<file path="config.mk">
export PLATFORM = sky130hd
export DESIGN_NAME = goldschmidt_verify_flat
export DESIGN_NICKNAME = d
export VERILOG_FILES = /design/src/rtl/gs_pkg.sv /design/src/rtl/goldschmidt_verify_if.sv /design/src/rtl/goldschmidt_verify_shift_add_mult.sv /design/src/rtl/goldschmidt_verify.sv /design/src/flat_wrapper.sv
export SDC_FILE = /design/constraint.sdc
export NUM_CORES = 1
export LEC_CHECK = 0
export CAP_MARGIN = 20
export CORE_ASPECT_RATIO = 0.75
export CORE_MARGIN = 4
export CORE_UTILIZATION = 40
export DETAILED_ROUTE_END_ITERATION = 10
export DONT_BUFFER_PORTS = 1
export GPL_ROUTABILITY_DRIVEN = 0
export PLACE_DENSITY = 0.66
export SYNTH_ARGS = -nofsm -noshare
export SYNTH_HDL_FRONTEND = slang
export SYNTH_HIERARCHICAL = 1
export SYNTH_SLANG_ARGS = --single-unit
</file>
<file path="constraint.sdc">
create_clock -name clk -period 3.95 [get_ports clk]
set_clock_uncertainty 0.1 [all_clocks]
set_input_delay 0 -clock clk [delete_from_list [all_inputs] [get_ports clk]]
set_output_delay 0 -clock clk [all_outputs]
set_load 0.02 [all_outputs]
</file>
<file path="src/rtl/gs_pkg.sv">
// Shared Goldschmidt divider / verifier definitions.
// Q2.FRAC fixed-point constants and the verifier FSM state type.
package gs_pkg;

    localparam int GS_WIDTH = 30;
    localparam int FRAC = GS_WIDTH - 2;
    localparam logic [GS_WIDTH-1:0] ONE = GS_WIDTH'(1) << FRAC;

    typedef enum logic [1:0] {
        IDLE,
        MUL,
        CMP,
        DONE
    } gs_vstate_t;

endpackage

</file>
<file path="src/rtl/goldschmidt_verify_if.sv">
// Operand/result handshake bundle for the Goldschmidt result checker.
// slave = checker side, master = producer/consumer side.
interface goldschmidt_verify_if #(
    parameter int WIDTH = 30
);
    logic             in_valid;
    logic             in_ready;
    logic [WIDTH-1:0] numerator;
    logic [WIDTH-1:0] denominator;
    logic [WIDTH-1:0] quotient;
    logic             out_valid;
    logic             out_ready;
    logic             pass;
    logic             div0;
    logic [WIDTH+2:0] residual;
    logic [7:0]       err_count;

    modport slave (
        input  in_valid, numerator, denominator, quotient, out_ready,
        output in_ready, out_valid, pass, div0, residual, err_count
    );

    modport master (
        output in_valid, numerator, denominator, quotient, out_ready,
        input  in_ready, out_valid, pass, div0, residual, err_count
    );
endinterface

</file>
<file path="src/rtl/goldschmidt_verify_shift_add_mult.sv">
// Radix-2 sequential shift-add multiplier: one partial product per cycle.
// start loads the operands; done is high during the last accumulate cycle.
module shift_add_mult #(
    parameter int WIDTH = 30
) (
    input  logic               clk,
    input  logic               reset,
    input  logic               start,
    input  logic [WIDTH-1:0]   a,
    input  logic [WIDTH-1:0]   b,
    output logic               done,
    output logic [2*WIDTH-1:0] prod
);
    localparam int CW = $clog2(WIDTH);

    logic [WIDTH-1:0]   a_sh_q, a_sh_d;
    logic [2*WIDTH-1:0] b_sh_q, b_sh_d;
    logic [2*WIDTH-1:0] acc_q, acc_d;
    logic [CW-1:0]      cnt_q, cnt_d;
    logic               busy_q, busy_d;

    assign done = busy_q && (cnt_q == CW'(WIDTH - 1));
    assign prod = acc_q;

    always_comb begin
        a_sh_d = a_sh_q;
        b_sh_d = b_sh_q;
        acc_d  = acc_q;
        cnt_d  = cnt_q;
        busy_d = busy_q;
        if (start) begin
            a_sh_d = a;
            b_sh_d = {{WIDTH{1'b0}}, b};
            acc_d  = '0;
            cnt_d  = '0;
            busy_d = 1'b1;
        end else if (busy_q) begin
            if (a_sh_q[0])
                acc_d = acc_q + b_sh_q;
            a_sh_d = a_sh_q >> 1;
            b_sh_d = b_sh_q << 1;
            cnt_d  = cnt_q + CW'(1);
            if (done)
                busy_d = 1'b0;
        end
    end

    always_ff @(posedge clk or posedge reset) begin
        if (reset) begin
            a_sh_q <= '0;
            b_sh_q <= '0;
            acc_q  <= '0;
            cnt_q  <= '0;
            busy_q <= 1'b0;
        end else begin
            a_sh_q <= a_sh_d;
            b_sh_q <= b_sh_d;
            acc_q  <= acc_d;
            cnt_q  <= cnt_d;
            busy_q <= busy_d;
        end
    end
endmodule

</file>
<file path="src/rtl/goldschmidt_verify.sv">
// In-line divider result checker: r = n - (q*d >> FRAC), pass when |r| <= TOL.
// Define GS_VERIFY_ERRCNT_EN to build the saturating failure counter.
module goldschmidt_verify
    import gs_pkg::*;
#(
    parameter int WIDTH = 30,
    parameter int TOL   = 4
) (
    input logic                clk,
    input logic                reset,
    goldschmidt_verify_if.slave bus
);
    localparam int FW = WIDTH - 2;
    localparam int RW = WIDTH + 3;
    localparam logic signed [RW-1:0] TOL_HI = RW'(TOL);
    localparam logic signed [RW-1:0] TOL_LO = RW'(-TOL);

    gs_vstate_t state_q, state_d;
    logic [WIDTH-1:0] n_q, n_d;
    logic             d0_q, d0_d;
    logic             pass_q, pass_d;
    logic             div0_q, div0_d;
    logic             vld_q, vld_d;
    logic [RW-1:0]    res_q, res_d;

    logic               start;
    logic               mul_done;
    logic [2*WIDTH-1:0] mul_prod;
    logic signed [RW-1:0] r_calc;
    logic               cmp_pass;

    shift_add_mult #(.WIDTH(WIDTH)) u_mult (
        .clk   (clk),
        .reset (reset),
        .start (start),
        .a     (bus.quotient),
        .b     (bus.denominator),
        .done  (mul_done),
        .prod  (mul_prod)
    );

    // p is the truncated Q2.FRAC product, WIDTH+2 bits wide
    assign r_calc   = {3'b000, n_q} - RW'(mul_prod >> FW);
    assign cmp_pass = !d0_q && (r_calc <= TOL_HI) && (r_calc >= TOL_LO);

    always_comb begin
        state_d = state_q;
        n_d     = n_q;
        d0_d    = d0_q;
        pass_d  = pass_q;
        div0_d  = div0_q;
        res_d   = res_q;
        vld_d   = vld_q;
        start   = 1'b0;
        case (state_q)
            IDLE: begin
                if (bus.in_valid) begin
                    n_d  = bus.numerator;
                    d0_d = (bus.denominator == '0);
                    if (d0_d) begin
                        state_d = CMP;
                    end else begin
                        start   = 1'b1;
                        state_d = MUL;
                    end
                end
            end
            MUL: begin
                if (mul_done)
                    state_d = CMP;
            end
            CMP: begin
                pass_d  = cmp_pass;
                div0_d  = d0_q;
                res_d   = d0_q ? {3'b000, n_q} : r_calc;
                state_d = DONE;
            end
            DONE: begin
                if (vld_q && bus.out_ready) begin
                    vld_d   = 1'b0;
                    state_d = IDLE;
                end else begin
                    vld_d = 1'b1;
                end
            end
            default: state_d = IDLE;
        endcase
    end

    always_ff @(posedge clk or posedge reset) begin
        if (reset) begin
            state_q <= IDLE;
            n_q     <= '0;
            d0_q    <= 1'b0;
            pass_q  <= 1'b0;
            div0_q  <= 1'b0;
            res_q   <= '0;
            vld_q   <= 1'b0;
        end else begin
            state_q <= state_d;
            n_q     <= n_d;
            d0_q    <= d0_d;
            pass_q  <= pass_d;
            div0_q  <= div0_d;
            res_q   <= res_d;
            vld_q   <= vld_d;
        end
    end

`ifdef GS_VERIFY_ERRCNT_EN
    logic [7:0] errc_q, errc_d;

    always_comb begin
        errc_d = errc_q;
        if (state_q == CMP && !cmp_pass && errc_q != 8'hFF)
            errc_d = errc_q + 8'd1;
    end

    always_ff @(posedge clk or posedge reset) begin
        if (reset)
            errc_q <= '0;
        else
            errc_q <= errc_d;
    end

    assign bus.err_count = errc_q;
`else
    assign bus.err_count = 8'd0;
`endif

    assign bus.in_ready  = (state_q == IDLE);
    assign bus.out_valid = vld_q;
    assign bus.pass      = pass_q;
    assign bus.div0      = div0_q;
    assign bus.residual  = res_q;
endmodule
</file>
<file path="src/flat_wrapper.sv">
// flat-port wrapper written by rule: the top's interface ports become plain ports
module goldschmidt_verify_flat import gs_pkg::*;
#(
    parameter int WIDTH = 30,
    parameter int TOL   = 4
)
  (clk, reset, bus_in_valid, bus_numerator, bus_denominator, bus_quotient, bus_out_ready, bus_in_ready, bus_out_valid, bus_pass, bus_div0, bus_residual, bus_err_count);
  goldschmidt_verify_if #(.WIDTH(WIDTH)) bus_i ();
  input logic clk;
  input logic reset;
  input wire logic [$bits(bus_i.in_valid)-1:0] bus_in_valid;
  input wire logic [$bits(bus_i.numerator)-1:0] bus_numerator;
  input wire logic [$bits(bus_i.denominator)-1:0] bus_denominator;
  input wire logic [$bits(bus_i.quotient)-1:0] bus_quotient;
  input wire logic [$bits(bus_i.out_ready)-1:0] bus_out_ready;
  output wire logic [$bits(bus_i.in_ready)-1:0] bus_in_ready;
  output wire logic [$bits(bus_i.out_valid)-1:0] bus_out_valid;
  output wire logic [$bits(bus_i.pass)-1:0] bus_pass;
  output wire logic [$bits(bus_i.div0)-1:0] bus_div0;
  output wire logic [$bits(bus_i.residual)-1:0] bus_residual;
  output wire logic [$bits(bus_i.err_count)-1:0] bus_err_count;
  assign bus_i.in_valid = bus_in_valid;
  assign bus_i.numerator = bus_numerator;
  assign bus_i.denominator = bus_denominator;
  assign bus_i.quotient = bus_quotient;
  assign bus_i.out_ready = bus_out_ready;
  assign bus_in_ready = bus_i.in_ready;
  assign bus_out_valid = bus_i.out_valid;
  assign bus_pass = bus_i.pass;
  assign bus_div0 = bus_i.div0;
  assign bus_residual = bus_i.residual;
  assign bus_err_count = bus_i.err_count;
  goldschmidt_verify #(.WIDTH(WIDTH), .TOL(TOL)) u_core (.clk(clk), .reset(reset), .bus(bus_i));
endmodule
</file>
==> metrics.yaml <==
floorplan:
  coreArea_sq_um: 37200
  rows: 61
  initial_utilization: 0.407
  die_area_sq_um: 41100
  ios: 139
  die_h_microns: 177
  die_w_microns: 233
sta:
  post-route-period-util: 0.936
  fin_setup_tns_ps: 0
  rsz0062_at_grt: "no"
  finalHoldViolations: 0
  max_clock_freq_mhz: 271
  setup_viol: 0
  tightest_slew_ps: 881
  slew_violations: 0
  setup_slack_ps: 255
  fin_crit_ps: 3700
  hold_slack_ps: 26.4
  relSlewSlack: 0.413
synthesis:
  synth_area_leaders: "dfrtp_1, ha_1, mux2i_1, a21oi_1, nand2_1"
  ys.warnings.count: 6
  synth_area_sq_um: 15200
  synth-edff-count: 0
  yosysSeqAreaShare: 0.371
  ys.flop_type: "dfrtp_1"
  synth_seq_cells: 225
  synth_cells: 1734
  ys_types: 87
  async_reset_ff_frac: 1.00
  yosys.area.top_type: "dfrtp_1"
  syn_area_per_cell_sq_um: 8.74
  synth_top_cell_area_share: 0.371
status:
  outcome: "complete, no violations"
pwr:
  p_total_mw: 14.6
  p_leak_nw: 8.11
  powerDensity_nw_per_um2: 830
  ir_drop_v: 0.000316
clock_network:
  cts_buffer_depth: 3
  cts_sinks: 225
  cts-buffers-inserted: 26
  cts_setup_buffers: 0
  clkTransAtPathRegs_ps: 60
  cts_tree: "built"
  clock_latency_ps: 550
  cts.htree.levels: 1
  root_buffer: "clkbuf_16"
setup_path:
  critPathKind: "flop to flop"
  cp_max_fo: 3
  reg2reg_to: "u_core/bus.pass"
  ff2ff_path_depth: 13
  required_ps: 4330
  cp-start-kind: "flop"
  startpoint: "u_core/n_q[0]"
  crit_end: "u_core/bus.pass"
  reg2reg_slack_ps: 250
  setup.worst_path.end_class: "flop"
  r2r-start: "u_core/n_q[0]"
  crit_arrival_ps: 4070
grt:
  grt_max_degree: 157
  grt_usage: 0.198
  grt_pass1_vias: 12810
  antenna_found_initial: 1
  gr-total-overflow: 0
  grt_first_pass_wirelength_microns: 67900
placed_design:
  place_inst: 2171
  hpwl_microns: 29600
  port_buffers: 0
  post-place-ws_ps: 216
layout:
  syn_to_final_growth_pct: 15.9
  final_net_count: 2002
  post_route_cells_drive_above_1_share: 0.0699
  stdcell_count: 2335
route:
  drc: 0
  wirelength_microns: 41600
  drt-wirelength-per-cell_microns: 17.8
  dr_total_vias: 13197
  drtIter0Drc: 1025
  antenna_left: 0
  detail_route.first_pass.iterations: 8
  viasPerCell: 5.65
min_path:
  hold_path_class: "input port to flop"
job:
  max-cap-violations: 0
per-layer routing:
metal,vias up,global-route usage,wire [microns]
li1,6377,-,-
met1,6402,0.289,19900
met2,364,0.312,18600
met3,54,0.0333,2380
met4,0,0.0408,811
met5,-,0,0
stage by stage:
stage	util	instance area, sq um
final	0.472	17600
after global routing	0.472	17600
after CTS	0.471	17600
after detailed placement	0.419	15600
after global placement	0.419	15600
after floorplan	-	15200
cells in the final DEF, fill, tap and decap left out, types with 12 or more instances in the layout:
cell / instances
a21o_1: 37
a21oi_1: 175
buf_4: 16
clkbuf_16: 27
dfrtp_1: 223
dlygate4sd3_1: 116
ha_1: 94
inv_1: 66
mux2_2: 35
mux2i_1: 105
nand2_1: 218
nand2b_1: 12
nand3_1: 35
nand4_1: 33
nor2_1: 138
nor3_1: 29
nor4_1: 14
o211ai_1: 15
o21a_1: 13
o21ai_0: 125
o21bai_1: 13
xnor2_1: 40
xor2_1: 29
registers in the layout, indices dropped and copies added, names as in the netlist:
name,flops
u_core/u_mult/a_sh_q,30
u_core/d0_q,1
u_core/bus.residual,33
u_core/bus.div0,1
u_core/bus.out_valid,1
u_core/bus.pass,1
u_core/state_q,2
u_core/u_mult/busy_q,1
u_core/n_q,30
u_core/u_mult/b_sh_q,60
u_core/u_mult/cnt_q,5
u_core/u_mult/prod,60
repair_timing:
item / CTS / global route
hold buffers: 116 / 0
setup endpoints to repair: 0 / 1
endpoints found under the hold margin: 301 / 0
resized for setup: 0 / 1
synth_stat cells, types with 37 or more instances:
library cell	n
a21oi_1	175
nor2_1	139
ha_1	95
a21o_1	37
dfrtp_1	225
inv_1	68
o21ai_0	125
xnor2_1	40
nand2_1	220
clkbuf_1	54
mux2i_1	105
worst min path at each step:
stage                                from                 endpoint  slack [ps]  depth (start not counted)
final                     bus_quotient[1]  u_core/u_mult/a_sh_q[1]          30                          3
after detailed placement            reset     u_core/bus.out_valid           1                          1
after global placement              reset     u_core/bus.out_valid         -30                          1
after floorplan           bus_quotient[0]  u_core/u_mult/a_sh_q[0]          20                          2
after CTS                 bus_quotient[1]  u_core/u_mult/a_sh_q[1]         0.9                          3
after global routing      bus_quotient[5]  u_core/u_mult/a_sh_q[5]          40                          3
final cells by class:
cell class / instances / area [sq um]
inverters: 69 / 263
flip-flops and latches: 225 / 5640
clock inverters: 8 / 40.0
diodes: 1 / 2.50
repair buffers: 134 / 1320
clock buffers: 39 / 751
fillers: 3599 / 19700
well taps: 504 / 631
multi-input cells: 1355 / 8920
critical path, cell delays in order, from the launching register on:
cell and delay [ps]:
dfrtp_1 360, inv_1 60, ha_1 220, fa_1 400, nand2b_1 190, a211oi_2 300
o21ai_0 240, o31ai_1 340, xor2_1 160, nor4_2 300, and4bb_1 270, nand4b_1 110
or4_1 480, nand3_1 90
kinds of logic (layout without fill, tap and decap cells):
kind of cell,count (synthesis),after routing,share of synthesized area
simple gates,551,551,0.167
mux,140,140,0.0953
other cells,1,9,0.000247
flops,225,225,0.371
fa+ha+maj,97,97,0.0810
compound gates,490,490,0.202
buf+inv,161,250,0.0433
xor+xnor,69,69,0.0399
where the power goes:
part / leakage [nW] / internal [mW] / total, mW / switching, mW
logic: 4.89 / 3.25 / 8.14 / 4.89
clock network: 0.396 / 1.31 / 2.29 / 0.984
registers: 2.83 / 3.19 / 4.16 / 0.967
total: 8.11 / 7.74 / 14.6 / 6.84
(Power assumes the default switching activity.)
